===== config.mk =====
export PLATFORM = sky130hd
export DESIGN_NAME = pcie_mailbox_flat
export DESIGN_NICKNAME = d
export VERILOG_FILES = /design/src/rtl/pcie_mailbox_if.sv /design/src/rtl/pcie_mailbox.sv /design/src/flat_wrapper.sv
export SDC_FILE = /design/constraint.sdc
export NUM_CORES = 1
export LEC_CHECK = 0
export CORE_ASPECT_RATIO = 0.75
export CORE_UTILIZATION = 50
export CTS_CLUSTER_DIAMETER = 80
export DETAILED_ROUTE_END_ITERATION = 7
export PLACE_DENSITY_LB_ADDON = 0.1
export SLEW_MARGIN = 30
export SYNTH_ARGS = -nofsm -noshare
export SYNTH_HDL_FRONTEND = slang
export SYNTH_SLANG_ARGS = --single-unit

===== constraint.sdc =====
create_clock -name clk -period 13.32 [get_ports clk]
set_input_delay 1.998 -clock clk [delete_from_list [all_inputs] [get_ports clk]]
set_output_delay 1.998 -clock clk [all_outputs]
set_load 0.01 [all_outputs]

===== src/rtl/pcie_mailbox_if.sv =====
// Avalon-MM slave bus plus the two Avalon-ST stream links and the interrupt line of the mailbox.
// The slave modport is the mailbox's view; the master modport is the host/core side.
interface pcie_mailbox_if #(
    parameter int unsigned DATA_W = 32
);
    logic [1:0]        avs_address;
    logic              avs_write;
    logic [DATA_W-1:0] avs_writedata;
    logic              avs_read;
    logic [DATA_W-1:0] avs_readdata;

    logic [DATA_W-1:0] out_data;
    logic              out_valid;
    logic              out_ready;

    logic [DATA_W-1:0] in_data;
    logic              in_valid;
    logic              in_ready;

    logic              irq;

    modport slave (
        input  avs_address, avs_write, avs_writedata, avs_read, out_ready, in_data, in_valid,
        output avs_readdata, out_data, out_valid, in_ready, irq
    );

    modport master (
        output avs_address, avs_write, avs_writedata, avs_read, out_ready, in_data, in_valid,
        input  avs_readdata, out_data, out_valid, in_ready, irq
    );
endinterface


===== src/rtl/pcie_mailbox.sv =====
// Host/accelerator mailbox: inbound FIFO (host writes -> ST source), outbound FIFO
// (ST sink -> host reads), sticky OVF/UNF flags and a registered level interrupt.
module pcie_mailbox #(
    parameter int unsigned DEPTH_LOG2 = 4,
    parameter int unsigned DATA_W     = 32
) (
    input  logic                 clk,
    input  logic                 reset_n,
    pcie_mailbox_if.slave        bus
);
    localparam int unsigned Depth = 1 << DEPTH_LOG2;
    localparam logic [DEPTH_LOG2:0] DepthCnt = {1'b1, {DEPTH_LOG2{1'b0}}};

    typedef logic [DEPTH_LOG2-1:0] ptr_t;
    typedef logic [DEPTH_LOG2:0]   cnt_t;

    logic [DATA_W-1:0] in_mem_q  [Depth];
    logic [DATA_W-1:0] in_mem_d  [Depth];
    logic [DATA_W-1:0] out_mem_q [Depth];
    logic [DATA_W-1:0] out_mem_d [Depth];

    ptr_t in_wptr_q, in_wptr_d, in_rptr_q, in_rptr_d;
    ptr_t out_wptr_q, out_wptr_d, out_rptr_q, out_rptr_d;
    cnt_t in_cnt_q, in_cnt_d, out_cnt_q, out_cnt_d;

    logic              ovf_q, ovf_d, unf_q, unf_d;
    logic              irq_en_q, irq_en_d;
    logic              irq_q, irq_d;
    logic [DATA_W-1:0] rdata_q, rdata_d;

    logic in_full, out_empty;
    logic in_push, in_pop, out_push, out_pop;
    logic ctrl_wr, flush, clr_err, ovf_evt, unf_evt, rd_out;
    logic unused_wdata;

    assign unused_wdata = ^bus.avs_writedata[30:2];

    // All decisions use pre-cycle state, so a push to a full FIFO is dropped even if it pops.
    always_comb begin
        in_full   = (in_cnt_q == DepthCnt);
        out_empty = (out_cnt_q == '0);
        ctrl_wr   = bus.avs_write && (bus.avs_address == 2'd3);
        flush     = ctrl_wr && bus.avs_writedata[0];
        clr_err   = ctrl_wr && bus.avs_writedata[1];
        in_push   = bus.avs_write && (bus.avs_address == 2'd0) && !in_full;
        ovf_evt   = bus.avs_write && (bus.avs_address == 2'd0) && in_full;
        in_pop    = (in_cnt_q != '0) && bus.out_ready;
        out_push  = bus.in_valid && (out_cnt_q != DepthCnt);
        rd_out    = bus.avs_read && (bus.avs_address == 2'd1);
        out_pop   = rd_out && !out_empty;
        unf_evt   = rd_out && out_empty;
    end

    always_comb begin
        in_mem_d   = in_mem_q;
        out_mem_d  = out_mem_q;
        in_wptr_d  = in_wptr_q;
        in_rptr_d  = in_rptr_q;
        in_cnt_d   = in_cnt_q;
        out_wptr_d = out_wptr_q;
        out_rptr_d = out_rptr_q;
        out_cnt_d  = out_cnt_q;

        if (flush) begin
            in_wptr_d  = '0;
            in_rptr_d  = '0;
            in_cnt_d   = '0;
            out_wptr_d = '0;
            out_rptr_d = '0;
            out_cnt_d  = '0;
        end else begin
            if (in_push) begin
                in_mem_d[in_wptr_q] = bus.avs_writedata;
                in_wptr_d           = in_wptr_q + 1'b1;
            end
            if (in_pop) begin
                in_rptr_d = in_rptr_q + 1'b1;
            end
            case ({in_push, in_pop})
                2'b10:   in_cnt_d = in_cnt_q + 1'b1;
                2'b01:   in_cnt_d = in_cnt_q - 1'b1;
                default: in_cnt_d = in_cnt_q;
            endcase

            if (out_push) begin
                out_mem_d[out_wptr_q] = bus.in_data;
                out_wptr_d            = out_wptr_q + 1'b1;
            end
            if (out_pop) begin
                out_rptr_d = out_rptr_q + 1'b1;
            end
            case ({out_push, out_pop})
                2'b10:   out_cnt_d = out_cnt_q + 1'b1;
                2'b01:   out_cnt_d = out_cnt_q - 1'b1;
                default: out_cnt_d = out_cnt_q;
            endcase
        end
    end

    always_comb begin
        // A new error event beats a simultaneous clear.
        ovf_d    = (ovf_q && !clr_err) || ovf_evt;
        unf_d    = (unf_q && !clr_err) || unf_evt;
        irq_en_d = ctrl_wr ? bus.avs_writedata[31] : irq_en_q;
        irq_d    = irq_en_q && !out_empty;
        rdata_d  = rdata_q;
        if (bus.avs_read) begin
            unique case (bus.avs_address)
                2'd0: rdata_d = '0;
                2'd1: rdata_d = out_empty ? '0 : out_mem_q[out_rptr_q];
                2'd2: rdata_d = {irq_en_q, 5'b0, unf_q, ovf_q, 6'b0, out_empty, in_full,
                                 8'(out_cnt_q), 8'(in_cnt_q)};
                2'd3: rdata_d = {irq_en_q, 31'b0};
                default: rdata_d = '0;
            endcase
        end
    end

    always_ff @(posedge clk) begin
        if (!reset_n) begin
            in_wptr_q  <= '0;
            in_rptr_q  <= '0;
            in_cnt_q   <= '0;
            out_wptr_q <= '0;
            out_rptr_q <= '0;
            out_cnt_q  <= '0;
            ovf_q      <= 1'b0;
            unf_q      <= 1'b0;
            irq_en_q   <= 1'b0;
            irq_q      <= 1'b0;
            rdata_q    <= '0;
        end else begin
            in_wptr_q  <= in_wptr_d;
            in_rptr_q  <= in_rptr_d;
            in_cnt_q   <= in_cnt_d;
            out_wptr_q <= out_wptr_d;
            out_rptr_q <= out_rptr_d;
            out_cnt_q  <= out_cnt_d;
            ovf_q      <= ovf_d;
            unf_q      <= unf_d;
            irq_en_q   <= irq_en_d;
            irq_q      <= irq_d;
            rdata_q    <= rdata_d;
        end
        in_mem_q  <= in_mem_d;
        out_mem_q <= out_mem_d;
    end

    assign bus.avs_readdata = rdata_q;
    assign bus.out_data     = in_mem_q[in_rptr_q];
    assign bus.out_valid    = (in_cnt_q != '0);
    assign bus.in_ready     = (out_cnt_q != DepthCnt);
    assign bus.irq          = irq_q;
endmodule


===== src/flat_wrapper.sv =====
// flat-port wrapper written by rule: the top's interface ports become plain ports
module pcie_mailbox_flat 
#(
    parameter int unsigned DEPTH_LOG2 = 4,
    parameter int unsigned DATA_W     = 32
)
  (clk, reset_n, bus_avs_address, bus_avs_write, bus_avs_writedata, bus_avs_read, bus_out_ready, bus_in_data, bus_in_valid, bus_avs_readdata, bus_out_data, bus_out_valid, bus_in_ready, bus_irq);
  pcie_mailbox_if #(.DATA_W(DATA_W)) bus_i ();
  input  logic clk;
  input  logic reset_n;
  input wire logic [$bits(bus_i.avs_address)-1:0] bus_avs_address;
  input wire logic [$bits(bus_i.avs_write)-1:0] bus_avs_write;
  input wire logic [$bits(bus_i.avs_writedata)-1:0] bus_avs_writedata;
  input wire logic [$bits(bus_i.avs_read)-1:0] bus_avs_read;
  input wire logic [$bits(bus_i.out_ready)-1:0] bus_out_ready;
  input wire logic [$bits(bus_i.in_data)-1:0] bus_in_data;
  input wire logic [$bits(bus_i.in_valid)-1:0] bus_in_valid;
  output wire logic [$bits(bus_i.avs_readdata)-1:0] bus_avs_readdata;
  output wire logic [$bits(bus_i.out_data)-1:0] bus_out_data;
  output wire logic [$bits(bus_i.out_valid)-1:0] bus_out_valid;
  output wire logic [$bits(bus_i.in_ready)-1:0] bus_in_ready;
  output wire logic [$bits(bus_i.irq)-1:0] bus_irq;
  assign bus_i.avs_address = bus_avs_address;
  assign bus_i.avs_write = bus_avs_write;
  assign bus_i.avs_writedata = bus_avs_writedata;
  assign bus_i.avs_read = bus_avs_read;
  assign bus_i.out_ready = bus_out_ready;
  assign bus_i.in_data = bus_in_data;
  assign bus_i.in_valid = bus_in_valid;
  assign bus_avs_readdata = bus_i.avs_readdata;
  assign bus_out_data = bus_i.out_data;
  assign bus_out_valid = bus_i.out_valid;
  assign bus_in_ready = bus_i.in_ready;
  assign bus_irq = bus_i.irq;
  pcie_mailbox #(.DEPTH_LOG2(DEPTH_LOG2), .DATA_W(DATA_W)) u_core (.clk(clk), .reset_n(reset_n), .bus(bus_i));
endmodule

==> impl.org <==
** Detailed routing
- 1st-iter DRT viols :: 1673
- The final layout contains routed wiring with a total length of 93160 um.
- For this run, design rule violations remaining after detail routing come to 0.
- Using the TritonRoute via totals, the vias-per-cell ratio works out to 6.032.
- Count of antenna-violating nets left after detailed routing :: 0
- The final route contains 19530 vias.
- Initial DRT Pass Iterations :: 5
- Dividing the detail-routed wire length by the instance count gives 28.78 um.

** Worst setup path
- The most critical setup path has its startpoint at u_core.in_rptr_q[0].
- Data on the critical path arrives at its endpoint at 4450 ps.
- Worst setup path class :: reg -> out
- Highest net fanout along the worst path :: 50
- The worst register-to-register path ends at u_core.out_cnt_q[4].
- The largest single stage delay on the critical path is 800 ps.
- WP data required :: 11320 ps
- Following the worst setup path forward leads to its endpoint at bus_out_data[5].
- The critical path crosses 5 cells after its start point.
- Series of cell instances along the critical path :: buf_6 -> buf_6 -> mux4_2 -> mux4_2 -> clkdlybuf4s50_1
- The worst setup path is captured at an output pin.
- Across all register-to-register paths, the minimum setup slack is 9880 ps.
- STA classifies the critical path startpoint as a flop.
- CP max-delay cell :: sky130_fd_sc_hd__dfxtp_4
- The number of buffers and inverters on the critical path is 3.
- Cell family with most CP delay :: buffers and inverters
- Startpoint of the most critical register-to-register path :: u_core.out_cnt_q[2]
- For the worst flop-to-flop path, the logic depth is 10.

** STA
- Clk_skew :: 25.55 ps
- The max-slew violation total from the final report was 0.
- Max frequency :: 0.1550 GHz
- At the pin with the least slew margin, the transition time is 932.9 ps.
- Worst slew margin relative to its limit :: 37.81%
- Minimum clock period after layout :: 6452 ps
- For the final routed database, the setup TNS stands at 0 ps.
- Of the available clock period, the critical path in the final layout requires 48.44%.
- Hold Violations, Final :: 0
- RSZ-0062 raised after global routing :: no
- On the final layout, the worst hold slack is 483.9 ps.
- Setup violations remaining at the end of the flow were counted as 0.

** Power and ir drop
- Summed over all nets, the switching power comes to 0.001576 W.
- Of the total power, combinational logic draws 9.4%.
- In this run the static leakage power is 14.70 nW.
- Net switching is 21.40% of the power.
- Registers are responsible for 52.0% of the overall power.
- VDD sags by at most 0.1490 mV.
- Clock Power Share :: 38.6%
- Cell area power density :: 153.4 nW/um2
- Cell Int Power :: 0.005788 W

** Cells and area
- Leaving out fill and tap cells, the most frequent cell in the layout is sky130_fd_sc_hd__edfxtp_1.
- Counting the fill cells in the layout gives 5994.
- For this run, the post-layout net count is 2131.
- The area growth from synthesis to layout is 14.39%.
- The multi-input combinational cells in the finished layout cover a total of 9539 um2.
- Area taken by flip-flops and latches :: 32010 um2
- Cells with a size suffix above 1 make up 24.23% of the layout.
- The repair_antennas step left the layout with diodes totalling 0.
- In the layout the commonest cells are sky130_fd_sc_hd__edfxtp_1, sky130_fd_sc_hd__mux4_2, sky130_fd_sc_hd__clkdlybuf4s50_1, sky130_fd_sc_hd__clkbuf_16.

** Placed design
- Buffers placed on the I/O ports in this run total 138.
- DPL Wire Length :: 46880 um
- Routability Congestion :: 0.7596

** Global route
- Global-route wire length before repair :: 135000 um
- Entering global routing, the biggest net connects 73 pins.
- Number of global-route vias before repair :: 20040
- Initial antenna violation count :: 6
- Final global-route overflow total :: 0
- In the global route stage, overall resource usage came out at 22.26%.

** Logic synthesis
- During synthesis, Yosys emitted a total of 0 warnings.
- Avg Synthesized Cell Area :: 22.59 um2
- Share of synthesized registers carrying an async set or reset :: 0%
- In this run, synthesis produced a sequential element count of 1086.
- After synthesis the cells add up to 41970 um2.
- Gate Count Post-Synth :: 1858
- Number of synthesized flops with an enable pin :: 1024
- Among all flip-flop cells after synthesis, the most frequent one is sky130_fd_sc_hd__edfxtp_1.
- Counting every net in the synthesized netlist gives 1946.
- Synthesis instantiated 65 different standard cells from the library.
- For this run, the register share of the synthesized area comes to 76.22%.

** CTS
- TritonCTS Buffers :: 103
- The H-tree generated during clock tree synthesis spans 3 levels.
- The number of setup buffers added after CTS is 0.
- The clock passes through at most 3 buffers.
- After clock tree synthesis, the clock-pin slew on the worst setup and hold paths is 60 ps.
- Root buffer cell :: sky130_fd_sc_hd__clkbuf_16
- TritonCTS built the clock tree.
- In this run, post-CTS hold repair placed 0 buffers.
- The later pin in the worst-skew pair is clocked with a latency of 660 ps.
- Counting every sink on the clock net gives 1086.
- CTS resizes :: 0

** Die
- Die Outline Area :: 85120 um2
- 139 I/O pins were placed.
- In this run the horizontal extent of the chip is 336.6 um.
- Initial Utilization :: 50.78%
- Die boundary height :: 252.9 um
- The floorplan has 91 rows.
- The core region is 82660 um2.

** Worst hold path
- Counting instances, the worst hold path has a depth of 1.
- Hold path startpoint :: u_core.bus.avs_readdata[28]
- The path class of the tightest hold or removal check is reg -> reg.

** Outcome
- Status :: finished clean

** Flow run
- Max-cap violations :: 0
through the flow:
step,area [um2],util [%],setup WS (ps),cells,power [W]
finish,48010,58.09,6868,3237,0.007365
global route,48010,58.09,6481,3237,0.007602
CTS,47980,58.05,6381,3236,0.007436
detailed placement,44740,54.13,7101,3053,0.004608
global placement,44720,54.10,6872,3053,0.004589
floorplan,41970,-,7467,1858,0.004364
cells in the mapped netlist (9+ instances only):
cell                       count  area share, %
sky130_fd_sc_hd__dfxtp_1      62            3.0
sky130_fd_sc_hd__mux2i_1      43            1.0
sky130_fd_sc_hd__nor3_1        9           0.11
sky130_fd_sc_hd__edfxtp_1   1024             73
sky130_fd_sc_hd__nor2_1       79           0.71
sky130_fd_sc_hd__clkbuf_8      9           0.30
sky130_fd_sc_hd__inv_1        16           0.14
sky130_fd_sc_hd__mux4_1       44            2.8
sky130_fd_sc_hd__buf_6        11           0.30
sky130_fd_sc_hd__mux4_2      242             13
sky130_fd_sc_hd__a221o_1      28           0.67
sky130_fd_sc_hd__ha_1         16           0.48
sky130_fd_sc_hd__nand2_1      27           0.24
sky130_fd_sc_hd__clkbuf_1     48           0.43
sky130_fd_sc_hd__nand3_1       9           0.11
sky130_fd_sc_hd__mux2_2       34           0.91
sky130_fd_sc_hd__buf_2        25           0.30
sky130_fd_sc_hd__xor2_1       12           0.25
registers in the layout, indices dropped and copies added, names as in the netlist:
signal	cells
u_core.out_mem_q	512
u_core.in_rptr_q	4
u_core.unf_q	1
u_core.in_mem_q	512
u_core.out_rptr_q	4
u_core.in_wptr_q	4
u_core.in_cnt_q	5
u_core.irq_en_q	1
u_core.bus.avs_readdata	32
u_core.out_wptr_q	4
u_core.bus.irq	1
u_core.out_cnt_q	5
u_core.ovf_q	1
power by group through the flow:
stage | clock, W | combinational (W) | sequential [W]
after floorplan | 0 | 0.000510 | 0.00385
after global placement | 0 | 0.000690 | 0.00390
after detailed placement | 0 | 0.000705 | 0.00390
after CTS | 0.00290 | 0.000708 | 0.00383
after global routing | 0.00302 | 0.000747 | 0.00383
final | 0.00284 | 0.000695 | 0.00383
logic make-up (layout without fill, tap and decap cells):
logic type / count (synthesis) / after routing / synth area share (%)
compound gates: 91 / 91 / 1.798
xor+xnor: 18 / 18 / 0.3756
fa+ha+maj: 16 / 16 / 0.4769
buf+inv: 121 / 384 / 1.625
flops: 1086 / 1086 / 76.22
mux: 363 / 363 / 17.68
simple gates: 163 / 163 / 1.833
per-layer routing:
metal	global-route usage, %	part of all wire, %
met1	33.72	46
met2	33.94	47
met3	4.089	5.5
met4	4.974	1.6
met5	0	0.055
cell type report:
class / count / share of cell area, %
inverter: 17 / 0.1329
timing repair buffer: 184 / 3.669
clock buffer: 129 / 5.681
tap: 1116 / 2.908
sequential: 1086 / 66.67
multi-input combinational: 651 / 19.87
clock inverter: 54 / 1.071
worst min path at each step:
stage,endpoint,slack [ps]
6_report,u_core.bus.avs_readdata[28],480
4_1_cts,u_core.bus.avs_readdata[28],490
2_1_floorplan,u_core.bus.irq,420
3_3_place_gp,u_core.bus.avs_readdata[27],470
3_5_place_dp,u_core.bus.avs_readdata[28],470
5_1_grt,u_core.bus.avs_readdata[28],490
Power figures use the tool's default switching activity.
==> patch, RTL diff (same settings) <==
`DEPTH_LOG2` is set to 4 in 2 places; all go to 3.
--- a/src/rtl/pcie_mailbox.sv
+++ b/src/rtl/pcie_mailbox.sv
@@ -1,7 +1,7 @@
 // Host/accelerator mailbox: inbound FIFO (host writes -> ST source), outbound FIFO
 // (ST sink -> host reads), sticky OVF/UNF flags and a registered level interrupt.
 module pcie_mailbox #(
-    parameter int unsigned DEPTH_LOG2 = 4,
+    parameter int unsigned DEPTH_LOG2 = 3,
     parameter int unsigned DATA_W     = 32
 ) (
     input  logic                 clk,
--- a/src/flat_wrapper.sv
+++ b/src/flat_wrapper.sv
@@ -1,7 +1,7 @@
 // flat-port wrapper written by rule: the top's interface ports become plain ports
 module pcie_mailbox_flat 
 #(
-    parameter int unsigned DEPTH_LOG2 = 4,
+    parameter int unsigned DEPTH_LOG2 = 3,
     parameter int unsigned DATA_W     = 32
 )
   (clk, reset_n, bus_avs_address, bus_avs_write, bus_avs_writedata, bus_avs_read, bus_out_ready, bus_in_data, bus_in_valid, bus_avs_readdata, bus_out_data, bus_out_valid, bus_in_ready, bus_irq);
Function: not settled (the Yosys comparison gave no result); the edit may change what the design does.
==> patch against the original RTL <==
  * Area after synthesis shrank 49%
  * Design area shrank 47%
  * Final cell count fell by 44%
  * Largest power group unchanged
  * Setup slack improved by 1.1 ns
  * Critical endpoint is now bus_out_data[16]
  * Sequential cell count down 518
  * Largest cell class unchanged
  * Wire length fell by 54%
  * Power decreased by 50%
==> patch: results <==
{
  "nNonClkInverters": 4,
  "fin_nets": 1266,
  "slew_headroom": 0.418,
  "hold_slack_ns": 0.439,
  "clock_sinks": 568,
  "grt_pass1_wl_um": 65000,
  "fill_cells": 3112,
  "yosysSeqAreaShare": 0.770,
  "drt_iter0_markers": 785,
  "synth-async-reset-ratio": 0,
  "antenna_found_initial": 3,
  "worstPathMaxFanout": 44,
  "use_met3": 0.0394,
  "synth_common_cells": "edfxtp_1, mux4_2, nand2_1",
  "wl_met3_um": 2250,
  "met1_length_um": 18500,
  "synth_edf_count": 512,
  "dpl.hpwl_um": 24300,
  "tapCellCount": 569,
  "clkLatencyLatePin_ns": 0.57,
  "worstPathArrival_ns": 3.39,
  "synth_area_leaders": "edfxtp_1, mux4_2, dfxtp_1, mux2_2, nand2_1",
  "cts_buffers": 52,
  "antenna_cells": 1,
  "wl_per_cell_um": 23.6,
  "firstDrtPassIters": 5,
  "final.setup_skew_ns": 0.00947,
  "status": "finished, final reports clean",
  "place_congestion": 0.762,
  "grtUsageMet2": 0.327,
  "via_per_inst": 5.66,
  "leakagePower_uw": 0.00800,
  "min_path_cells": 2,
  "cts_max_level": 2,
  "vdd.ir_drop.worst_v": 0.0000961,
  "grt_pass1_vias": 10600,
  "grt_max_degree": 67,
  "seqAreaFraction": 0.649,
  "buffers_excl_clock": 166,
  "multi_input_area_mm2": 0.00481,
  "final-clk-cell-share": 0.0646,
  "hp-start": "u_core.bus.avs_readdata[26]",
  "area_share_nonclk_buffers": 0.0681,
  "synth_nets": 1097,
  "clockBufferCount": 84,
  "netlist-cell-type-count": 43,
  "reg2reg_from": "u_core.out_cnt_q[1]",
  "drive_gt1_frac": 0.238,
  "worstRegToRegCells": 5,
  "rr_endpoint": "u_core.out_mem_q[234]",
  "min_to": "u_core.bus.avs_readdata[26]",
  "met1_usage": 0.281,
  "grt_use_total": 0.200,
  "wl_met2_um": 20900,
  "reg2reg_slack_ns": 10.36,
  "nMultiInputCombCells": 392
}
## patch: power by group
part / leakage [µW] / switching [µW] / internal [µW]
registers: 0.00509 / 29.1 / 1970
logic: 0.00212 / 129 / 159
clock network: 0.000800 / 620 / 808
total: 0.00800 / 778 / 2940
## patch: how the worst max path moves through the flow
stage                          from               endpoint  slack, ns
2_1_floorplan    bus_avs_address[0]   u_core.in_mem_q[224]       6.87
3_3_place_gp   bus_avs_writedata[0]  u_core.out_mem_q[234]       8.12
3_5_place_dp   bus_avs_writedata[0]  u_core.out_mem_q[233]       8.36
4_1_cts         u_core.in_rptr_q[0]       bus_out_data[27]       7.82
5_1_grt         u_core.in_rptr_q[0]       bus_out_data[16]       7.66
6_report        u_core.in_rptr_q[0]       bus_out_data[16]       7.93
## patch: kinds of logic (layout without fill, tap and decap cells)
| group | after synthesis | in the layout | synth area share |
|---|---|---|---|
| mux | 165 | 165 | 0.154 |
| simple gates | 145 | 145 | 0.0334 |
| flops | 568 | 568 | 0.770 |
| fa+ha+maj | 10 | 10 | 0.00584 |
| other cells | 0 | 1 | 0 |
| buf+inv | 55 | 268 | 0.0113 |
| compound gates | 59 | 59 | 0.0203 |
| xor+xnor | 13 | 13 | 0.00532 |
## patch: critical path, cell delays in order (launching register included)
cell	delay [ns]
dfxtp_4	0.64
buf_4	0.76
mux4_2	0.60
mux2_2	0.30
clkdlybuf4s50_1	0.48
## patch: through the flow
stage / worst slack, ns / power, µW / utilization / std cells
after floorplan: 6.87 / 2210 / - / 1015
after global placement: 8.12 / 2330 / 0.559 / 1691
after detailed placement: 8.36 / 2330 / 0.564 / 1698
after CTS: 7.82 / 3760 / 0.603 / 1796
after global routing: 7.66 / 3850 / 0.604 / 1798
final: 7.93 / 3720 / 0.604 / 1798
